### config.mk
export PLATFORM = sky130hd
export DESIGN_NAME = uart_rx
export DESIGN_NICKNAME = d
export VERILOG_FILES = /design/src/rtl/uart_rx.sv
export SDC_FILE = /design/constraint.sdc
export NUM_CORES = 1
export LEC_CHECK = 0
export BUFFER_PORTS_ARGS = -buffer_cell sky130_fd_sc_hd__buf_2
export CORE_ASPECT_RATIO = 0.7
export CORE_MARGIN = 2
export CORE_UTILIZATION = 50
export DETAILED_ROUTE_END_ITERATION = 7
export MAX_ROUTING_LAYER = met4
export PLACE_DENSITY = 0.69
export SYNTH_ARGS = -nofsm -noshare
export SYNTH_HDL_FRONTEND = slang
export SYNTH_SLANG_ARGS = --single-unit
### constraint.sdc
create_clock -name clk -period 2.25 [get_ports clk]
set_input_delay 0.675 -clock clk [delete_from_list [all_inputs] [get_ports clk]]
set_output_delay 0.675 -clock clk [all_outputs]
set_load 0.02 [all_outputs]
### src/rtl/uart_rx.sv
// UART receiver: 8N1 (or 8E1 with UART_RX_PARITY_EN) mid-bit sampling into a small FWFT FIFO.
// Optional feature macro: UART_RX_PARITY_EN enables the even-parity bit and parity_err.
module uart_rx #(
  parameter int CLKS_PER_BIT = 868,
  parameter int FIFO_DEPTH   = 4
) (
  input  logic       clk,
  input  logic       rst_n,
  input  logic       urx,
  output logic [7:0] rx_data,
  output logic       rx_valid,
  input  logic       rx_ready,
  output logic       frame_err,
  output logic       parity_err,
  output logic       overrun
);

  localparam int AW = $clog2(FIFO_DEPTH);
  localparam int CW = $clog2(CLKS_PER_BIT + 1);
  localparam logic [CW-1:0] HALF_C = CW'(CLKS_PER_BIT / 2);
  localparam logic [CW-1:0] FULL_C = CW'(CLKS_PER_BIT);
  localparam logic [CW-1:0] ONE_C  = CW'(1);

`ifdef UART_RX_PARITY_EN
  typedef enum logic [2:0] {
    S_IDLE = 3'd0, S_START = 3'd1, S_DATA = 3'd2, S_PARITY = 3'd3, S_STOP = 3'd4, S_WAIT_HIGH = 3'd5
  } state_t;

  function automatic logic even_parity_ok(input logic [7:0] d, input logic p);
    return ~(^{d, p});
  endfunction
`else
  typedef enum logic [2:0] {
    S_IDLE = 3'd0, S_START = 3'd1, S_DATA = 3'd2, S_STOP = 3'd4, S_WAIT_HIGH = 3'd5
  } state_t;
`endif

  state_t          r_state, w_state_nxt;
  logic [1:0]      r_sync;
  logic            r_rxs_d;
  logic            w_rxs;
  logic [CW-1:0]   r_cnt, w_cnt_nxt;
  logic [2:0]      r_bit_cnt, w_bit_nxt;
  logic [7:0]      r_shift, w_shift_nxt;
  logic            w_push, w_ferr, w_perr;
  logic            r_frame_err, r_overrun;
`ifdef UART_RX_PARITY_EN
  logic            r_par_bit, w_par_nxt;
  logic            r_parity_err;
`endif

  logic [7:0]      r_mem [FIFO_DEPTH];
  logic [AW:0]     r_wr_ptr, r_rd_ptr;
  logic            w_full, w_empty, w_pop, w_wr_en;

  assign w_rxs = r_sync[1];

  // Two-flop synchroniser plus one delayed copy for falling-edge detection
  always_ff @(posedge clk or negedge rst_n) begin
    if (!rst_n) begin
      r_sync  <= 2'b11;
      r_rxs_d <= 1'b1;
    end else begin
      r_sync  <= {r_sync[0], urx};
      r_rxs_d <= w_rxs;
    end
  end

  always_ff @(posedge clk or negedge rst_n) begin
    if (!rst_n) begin
      r_state <= S_IDLE;
    end else begin
      r_state <= w_state_nxt;
    end
  end

  // Counter restarts at 1 on every sample so the next sample lands one full bit later
  always_comb begin
    w_state_nxt = r_state;
    w_cnt_nxt   = r_cnt;
    w_bit_nxt   = r_bit_cnt;
    w_shift_nxt = r_shift;
    w_push      = 1'b0;
    w_ferr      = 1'b0;
    w_perr      = 1'b0;
`ifdef UART_RX_PARITY_EN
    w_par_nxt   = r_par_bit;
`endif
    case (r_state)
      S_IDLE: begin
        if (r_rxs_d && !w_rxs) begin
          w_state_nxt = S_START;
          w_cnt_nxt   = ONE_C;
          w_bit_nxt   = 3'd0;
        end else begin
          w_state_nxt = S_IDLE;
        end
      end
      S_START: begin
        if (r_cnt == HALF_C) begin
          w_cnt_nxt   = ONE_C;
          w_state_nxt = w_rxs ? S_IDLE : S_DATA;
        end else begin
          w_cnt_nxt = r_cnt + ONE_C;
        end
      end
      S_DATA: begin
        if (r_cnt == FULL_C) begin
          w_cnt_nxt   = ONE_C;
          w_shift_nxt = {w_rxs, r_shift[7:1]};
          w_bit_nxt   = r_bit_cnt + 3'd1;
          if (r_bit_cnt == 3'd7) begin
`ifdef UART_RX_PARITY_EN
            w_state_nxt = S_PARITY;
`else
            w_state_nxt = S_STOP;
`endif
          end else begin
            w_state_nxt = S_DATA;
          end
        end else begin
          w_cnt_nxt = r_cnt + ONE_C;
        end
      end
`ifdef UART_RX_PARITY_EN
      S_PARITY: begin
        if (r_cnt == FULL_C) begin
          w_cnt_nxt   = ONE_C;
          w_par_nxt   = w_rxs;
          w_state_nxt = S_STOP;
        end else begin
          w_cnt_nxt = r_cnt + ONE_C;
        end
      end
`endif
      S_STOP: begin
        if (r_cnt == FULL_C) begin
          w_cnt_nxt = ONE_C;
          if (!w_rxs) begin
            w_ferr      = 1'b1;
            w_state_nxt = S_WAIT_HIGH;
`ifdef UART_RX_PARITY_EN
          end else if (!even_parity_ok(r_shift, r_par_bit)) begin
            w_perr      = 1'b1;
            w_state_nxt = S_IDLE;
`endif
          end else begin
            w_push      = 1'b1;
            w_state_nxt = S_IDLE;
          end
        end else begin
          w_cnt_nxt = r_cnt + ONE_C;
        end
      end
      S_WAIT_HIGH: begin
        if (w_rxs) begin
          w_state_nxt = S_IDLE;
        end else begin
          w_state_nxt = S_WAIT_HIGH;
        end
      end
      default: begin
        w_state_nxt = S_IDLE;
      end
    endcase
  end

  always_ff @(posedge clk or negedge rst_n) begin
    if (!rst_n) begin
      r_cnt     <= '0;
      r_bit_cnt <= 3'd0;
      r_shift   <= 8'h00;
`ifdef UART_RX_PARITY_EN
      r_par_bit <= 1'b0;
`endif
    end else begin
      r_cnt     <= w_cnt_nxt;
      r_bit_cnt <= w_bit_nxt;
      r_shift   <= w_shift_nxt;
`ifdef UART_RX_PARITY_EN
      r_par_bit <= w_par_nxt;
`endif
    end
  end

  assign w_empty  = (r_wr_ptr == r_rd_ptr);
  assign w_full   = (r_wr_ptr[AW] != r_rd_ptr[AW]) && (r_wr_ptr[AW-1:0] == r_rd_ptr[AW-1:0]);
  assign w_pop    = rx_ready && !w_empty;
  // A simultaneous pop frees the slot, so a push into a full FIFO is still accepted
  assign w_wr_en  = w_push && (!w_full || w_pop);
  assign rx_valid = !w_empty;
  assign rx_data  = r_mem[r_rd_ptr[AW-1:0]];

  always_ff @(posedge clk or negedge rst_n) begin
    if (!rst_n) begin
      for (int i = 0; i < FIFO_DEPTH; i++) begin
        r_mem[i] <= 8'h00;
      end
      r_wr_ptr <= '0;
      r_rd_ptr <= '0;
    end else begin
      if (w_wr_en) begin
        r_mem[r_wr_ptr[AW-1:0]] <= r_shift;
        r_wr_ptr <= r_wr_ptr + (AW+1)'(1);
      end
      if (w_pop) begin
        r_rd_ptr <= r_rd_ptr + (AW+1)'(1);
      end
    end
  end

  always_ff @(posedge clk or negedge rst_n) begin
    if (!rst_n) begin
      r_frame_err <= 1'b0;
      r_overrun   <= 1'b0;
    end else begin
      r_frame_err <= w_ferr;
      r_overrun   <= w_push && w_full && !w_pop;
    end
  end

  assign frame_err = r_frame_err;
  assign overrun   = r_overrun;

`ifdef UART_RX_PARITY_EN
  always_ff @(posedge clk or negedge rst_n) begin
    if (!rst_n) begin
      r_parity_err <= 1'b0;
    end else begin
      r_parity_err <= w_perr;
    end
  end
  assign parity_err = r_parity_err;
`else
  assign parity_err = 1'b0;
`endif

endmodule

# --- Word level (Yosys, flattened, before mapping) ---
# Index checks and enable logic that the tools add are counted.
classes:
  n_eq_ne: 14
  magnitude_cmp: 3
  bitwise: 2
  n_mux: 27
  add_sub_neg: 4
  n_reduce_logical: 20
ops:
  columns: ["operator", "n"]
  rows:
  - ["$bwmux 32", 1]
  - ["$mux 10", 3]
  - ["$pmux 10 s3", 1]
  - ["$mux 8", 3]
  - ["$mux 3", 7]
  - ["$bmux 8 s2", 1]
  - ["$demux 8 s2", 1]
  - ["$pmux 3 s5", 1]
  - ["$add 10x1->10 const B", 1]
  - ["$eq 10x10->1 const B", 1]
  - ["$eq 10x9->1 const B", 1]
  - ["$add 3x1->3 const B", 3]
  - ["$eq 3x3->1 const B", 3]
  - ["$ne 2x2->1 const B", 4]
  - ["$logic_and 1x1->1", 7]
  - ["$mux 1", 7]
  - ["$ge 3x3->1 const B", 2]
  - ["$not 2->3", 2]
  - ["$pmux 3 s2", 1]
  - ["$reduce_and 3->1", 2]
  - ["$logic_not 1->1", 4]
  - ["$reduce_and 2->1", 2]
  - ["$eq 3x1->1 const B", 1]
  - ["$eq 3x2->1 const B", 1]
  - ["10 further kinds", 10]
totals:
  ff_bits: 67
  out_inout_bits: 12
  input_bits: 4
  word_cells: 84

# --- Longest topological paths before layout ---
depth:
  ltp_word: 6
  depth_mapped: 9
  depth_no_buf: 7

# --- Worst setup path before layout ---
# OpenSTA, ideal clock, no wires.
synth_path:
  path_type: "reg2reg"
  start: "register r_cnt[0]"
  end: "register r_cnt[6]"
  setup_slack_ns: -0.011
  stages_incl_launch_ff: 8
  path_buffers: 0
  t_arrival_ns: 2.140
  period_less_slack_ns: 2.261
  path_cell_list: "dfrtp_1 inv_1 ha_1 or3b_2 or4_1 a32oi_2 o21ai_0 a22o_1"
synth_between:
  elab_chain_cells: 3
  word_cells_on_any_way: 6
  cone_classes: "add/sub: 1; eq/ne: 2; mux: 3"
synth_rtl:
  columns: ["item", "line_no", "source"]
  rows:
  - ["start: declaration", "42", "logic [CW-1:0] r_cnt, w_cnt_nxt;"]
  - ["start signal: assignment", "177", "r_cnt <= w_cnt_nxt;"]
  - ["$add 10x1->10 (tied with other cells)", "104, 122, 152", null]
  - ["$mux 10, on equally long branches", "108, 137, 100", null]
  - ["$pmux 10 s3 *", "89", "case (r_state)"]
# Mark *: on every way between the ends. The rest lies on a longest branch, timed or not.
# A chain may end at the register's enable or synchronous reset.

# --- Worst setup path in the final report ---
layout_path:
  start: "register r_rd_ptr[0]"
  end: "output rx_data[6]"
layout_between:
  elab_chain_cells: 4
layout_rtl:
  columns: ["item", "line_no", "source"]
  rows:
  - ["start: declaration", "53", "logic [AW:0] r_wr_ptr, r_rd_ptr;"]
  - ["start signal: assignment", "207", "r_rd_ptr <= r_rd_ptr + (AW+1)'(1);"]
  - ["$not 2->3 (implied by the code)", "192", "assign rx_data = r_mem[r_rd_ptr[AW-1:0]];"]
  - ["$bmux 8 s2", "192", null]
  - ["$mux 8 (implied by the code) (2 in series)", "192", null]
  - ["end: declaration", "10", "output logic [7:0] rx_data,"]
# Every way passes these cells. The select of a mux whose other input is x is not followed.

==> summary.txt <==
Place
  • Port Buffers: 14
  • Area of placed instances: 3410 sq um
  • Placed cells: 338
  • GPL Wtd Cong: 0.805
  • HPWL after DPL: 3860 um

Synth
  • Largest family of logic cells by synthesized area: multiplexers
  • Simple-Gate Fraction of Synth Area: 0.104
  • Top cells by area, synth: dfrtp_1 51%, mux2_2 15%, mux4_2 5.7%
  • Ys async rst share: 1.00
  • Ys Warns: 0
  • Syn_area_per_cell: ~13 sq um
  • Share of the synthesized area in the top cell type: 0.510
  • Syn nets: 256
  • Sequential area share after synthesis: 0.535
  • Main synth FF type: dfrtp_1
  • Cell taking the most area after synthesis: dfrtp_1
  • Post-Syn Area: 3140 sq um
  • Seq cells post-synth: 67
  • Synth unique cells: 42
  • Cell count after synthesis: between 200 and 250
  • Xor and xnor area share after synthesis: 0.0223
  • Number of synthesized flops with an enable pin: 0
  • Synth Area in Compound Gates: 0.0593
  • Adder-cell share of the synthesized area: 0.0430
  • Mux contribution to synthesized area: 0.211

Clock tree
  • Worst skew pair latency: 0.34 ns
  • CTS Root Cell: clkbuf_8
  • Maximum clock path buffer count: 2
  • CTS Buf Count: 9
  • Hold-fix buffers, CTS: 0
  • Clock transition at path regs: 0.07 ns
  • CTS tree: done
  • CTS Sinks: 67
  • H-tree depth: 3

Flow run
  • MaxCap Viol Count: 0

Die
  • Core Area: 6160 sq um
  • Starting Density: 0.511
  • Die width: 98.8 um
  • Row cnt: 24
  • Die H: 70.3 um
  • Die area: 6950 sq um
  • IO Count: 16

Critical path
  • RR Startpoint: r_cnt[1]
  • CP Capture Type: output pin
  • CP Class: reg -> out
  • Worst path arrival time: approximately 1.6 ns
  • Worst R2R Path Depth: 8
  • Startpoint Class: flop
  • Max FO, Critical Path: 8
  • Worst setup path startpoint: r_rd_ptr[0]
  • Critical Path RT: 1.57 ns

Global routing
  • First-pass GRT wire length: 10,600 um
  • Overall Global Routing Usage: 0.205
  • Initial antenna violation count: 0
  • Met3 Use GR: 0.0611
  • Largest net degree at the start of global routing: 68
  • Total grt overflow: 0
  • Layer with the highest usage: met1
  • Vias in the first global route: about 2,000
  • Met2 GRT Util: 0.275
  • Met1 usage in global routing: 0.300

STA
  • Least-Margin Pin Slew: 0.599 ns
  • Post-layout min period: roughly 2.2 ns
  • Skew final: roughly 0.0062 ns
  • Max Fclk: 446 MHz
  • Max transition margin: 0.599
  • RSZ-0062 raised after global routing: true
  • Final Hold Fails: 0
  • Final setup violation count: 0
  • Tcrit/Tclk final: 0.997
  • Max-slew violations: 0

Finish
  • Post-route non-filler standard cell count: 367
  • Share of layout cells above drive strength 1: 0.422
  • Final net count: around 300
  • Filler cell count: 462
  • P&R area growth vs syn: 21.6%
  • # diodes: 0
  • Final Instance Area: 3820 sq um

Power and ir drop
  • Pwr Density: 896 nW/um^2
  • Power Total: 3420 uW
  • Reg power frac: 0.408
  • Gate power share: 0.304
  • Switching power share of the total: 0.319
  • P_int: 2330 uW
  • Clock power frac: 0.288
  • Leak: 0.00186 uW
  • VDD IR max: 0.431 mV
  • Switching power: approximately 1100 uW

Route
  • Avg Vias per Cell: 5.62
  • DRC: 0
  • DRT Wirelength: ~6300 um
  • WL per Instance: 17.2 um
  • Vias: roughly 2,100
  • Drt pass-1 iters: 4
  • Post-DRT Antenna Nets: 0
  • Initial DRC count: roughly 230

Status
  • Status: finished clean

Min path
  • HP Class: in -> async
metal layers:
metal,up-vias,share of wire
li1,969,-
met4,0,0.013
met3,9,0.039
met5,-,0
met1,1041,0.51
met2,43,0.44
power by group through the flow:
stage          Clock (uW)  Combinational (uW)  Sequential [uW]
2_1_floorplan           0                 619             1360
3_3_place_gp            0                 821             1410
3_5_place_dp            0                 841             1410
4_1_cts              1010                 979             1390
5_1_grt              1070                1140             1410
6_report              984                1040             1400
final cells by class:
class / count / area [sq um] / area share
Inverter: 8 / 30.0 / 0.00786
Tap cell: 78 / 97.6 / 0.0255
Clock buffer: 11 / 141 / 0.0370
Multi-Input combinational cell: 160 / 1490 / 0.389
Clock inverter: 5 / 52.6 / 0.0138
Timing Repair Buffer: 38 / 333 / 0.0871
Sequential cell: 67 / 1680 / 0.440
flip-flops by register name, summed over array words and instances, names as in the netlist:
signal and cells:
frame_err 1, overrun 1, r_bit_cnt 3, r_cnt 10, r_mem 32, r_rd_ptr 3, r_rxs_d 1, r_shift 8
r_state 3, r_sync 2, r_wr_ptr 3
worst paths after layout:
kind,to,slack [ns]
max,rx_data[6],0.006
min,r_cnt[7],0.33
min in group clk,r_sync[1],0.36
max reg2reg,r_shift[7],0.05
max in group asynchronous,r_rxs_d,1.57
min reg2reg,r_sync[1],0.36
layout by cell type (no fill, tap or decap), types with 2 or more instances in the layout:
cell type	count
nor2_1	7
buf_6	10
mux2_2	42
mux4_2	8
clkbuf_8	10
nand2_4	4
inv_1	7
xnor2_1	8
buf_4	20
a21o_1	2
nor3_1	5
a32oi_4	2
dfrtp_1	63
clkinv_2	3
nand2b_1	5
buf_2	6
and3_1	2
dfstp_2	3
nand3_1	7
o21ai_1	3
nand2_1	19
o21ai_0	5
a31oi_1	6
a21oi_1	2
buf_12	2
ha_1	10
worst max-delay path, stage by stage, from the launching register on:
cell     delay (ns)
dfrtp_2        0.39
buf_12         0.15
mux4_2         0.53
buf_6          0.15
cells in the mapped netlist, types with 2 or more instances:
library cell and instances:
ha_1 10, nand2b_1 5, o21ai_0 8, buf_2 2, a21o_1 2, inv_1 8
dfrtp_1 64, nor3_1 6, a31oi_1 6, clkbuf_1 4, or3_1 2, mux4_2 8
and3_1 2, nand2_1 19, dfstp_2 3, nor2_1 7, buf_4 3, mux2_2 42
a21oi_1 2, nand3_1 7, nand2_2 4, xnor2_1 8
metrics by stage:
stage	utilization	hold slack (ns)	TNS, ns	setup slack (ns)
after floorplan	-	0.345	0	0.00593
after global placement	0.553	0.347	-0.0378	-0.0144
after detailed placement	0.553	0.347	-0.375	-0.0888
after CTS	0.597	0.354	-0.0125	-0.0125
after global routing	0.621	0.359	-0.262	-0.0565
final	0.621	0.333	0	0.00596
repair_timing:
item                       CTS  global route
cloned                       2             1
setup endpoints to repair   25            60
gates resized for setup      9            25
pin swaps                    3             5
setup buffers                4             6
kinds of logic (layout without fill, tap and decap cells):
family / count (synthesis) / count (layout)
simple gates: 60 / 60
other cells: 1 / 1
xor+xnor: 8 / 8
compound gates: 27 / 29
fa+ha+maj: 11 / 11
mux: 51 / 51
buf+inv: 17 / 62
flops: 67 / 67
Power figures use the tool's default switching activity.
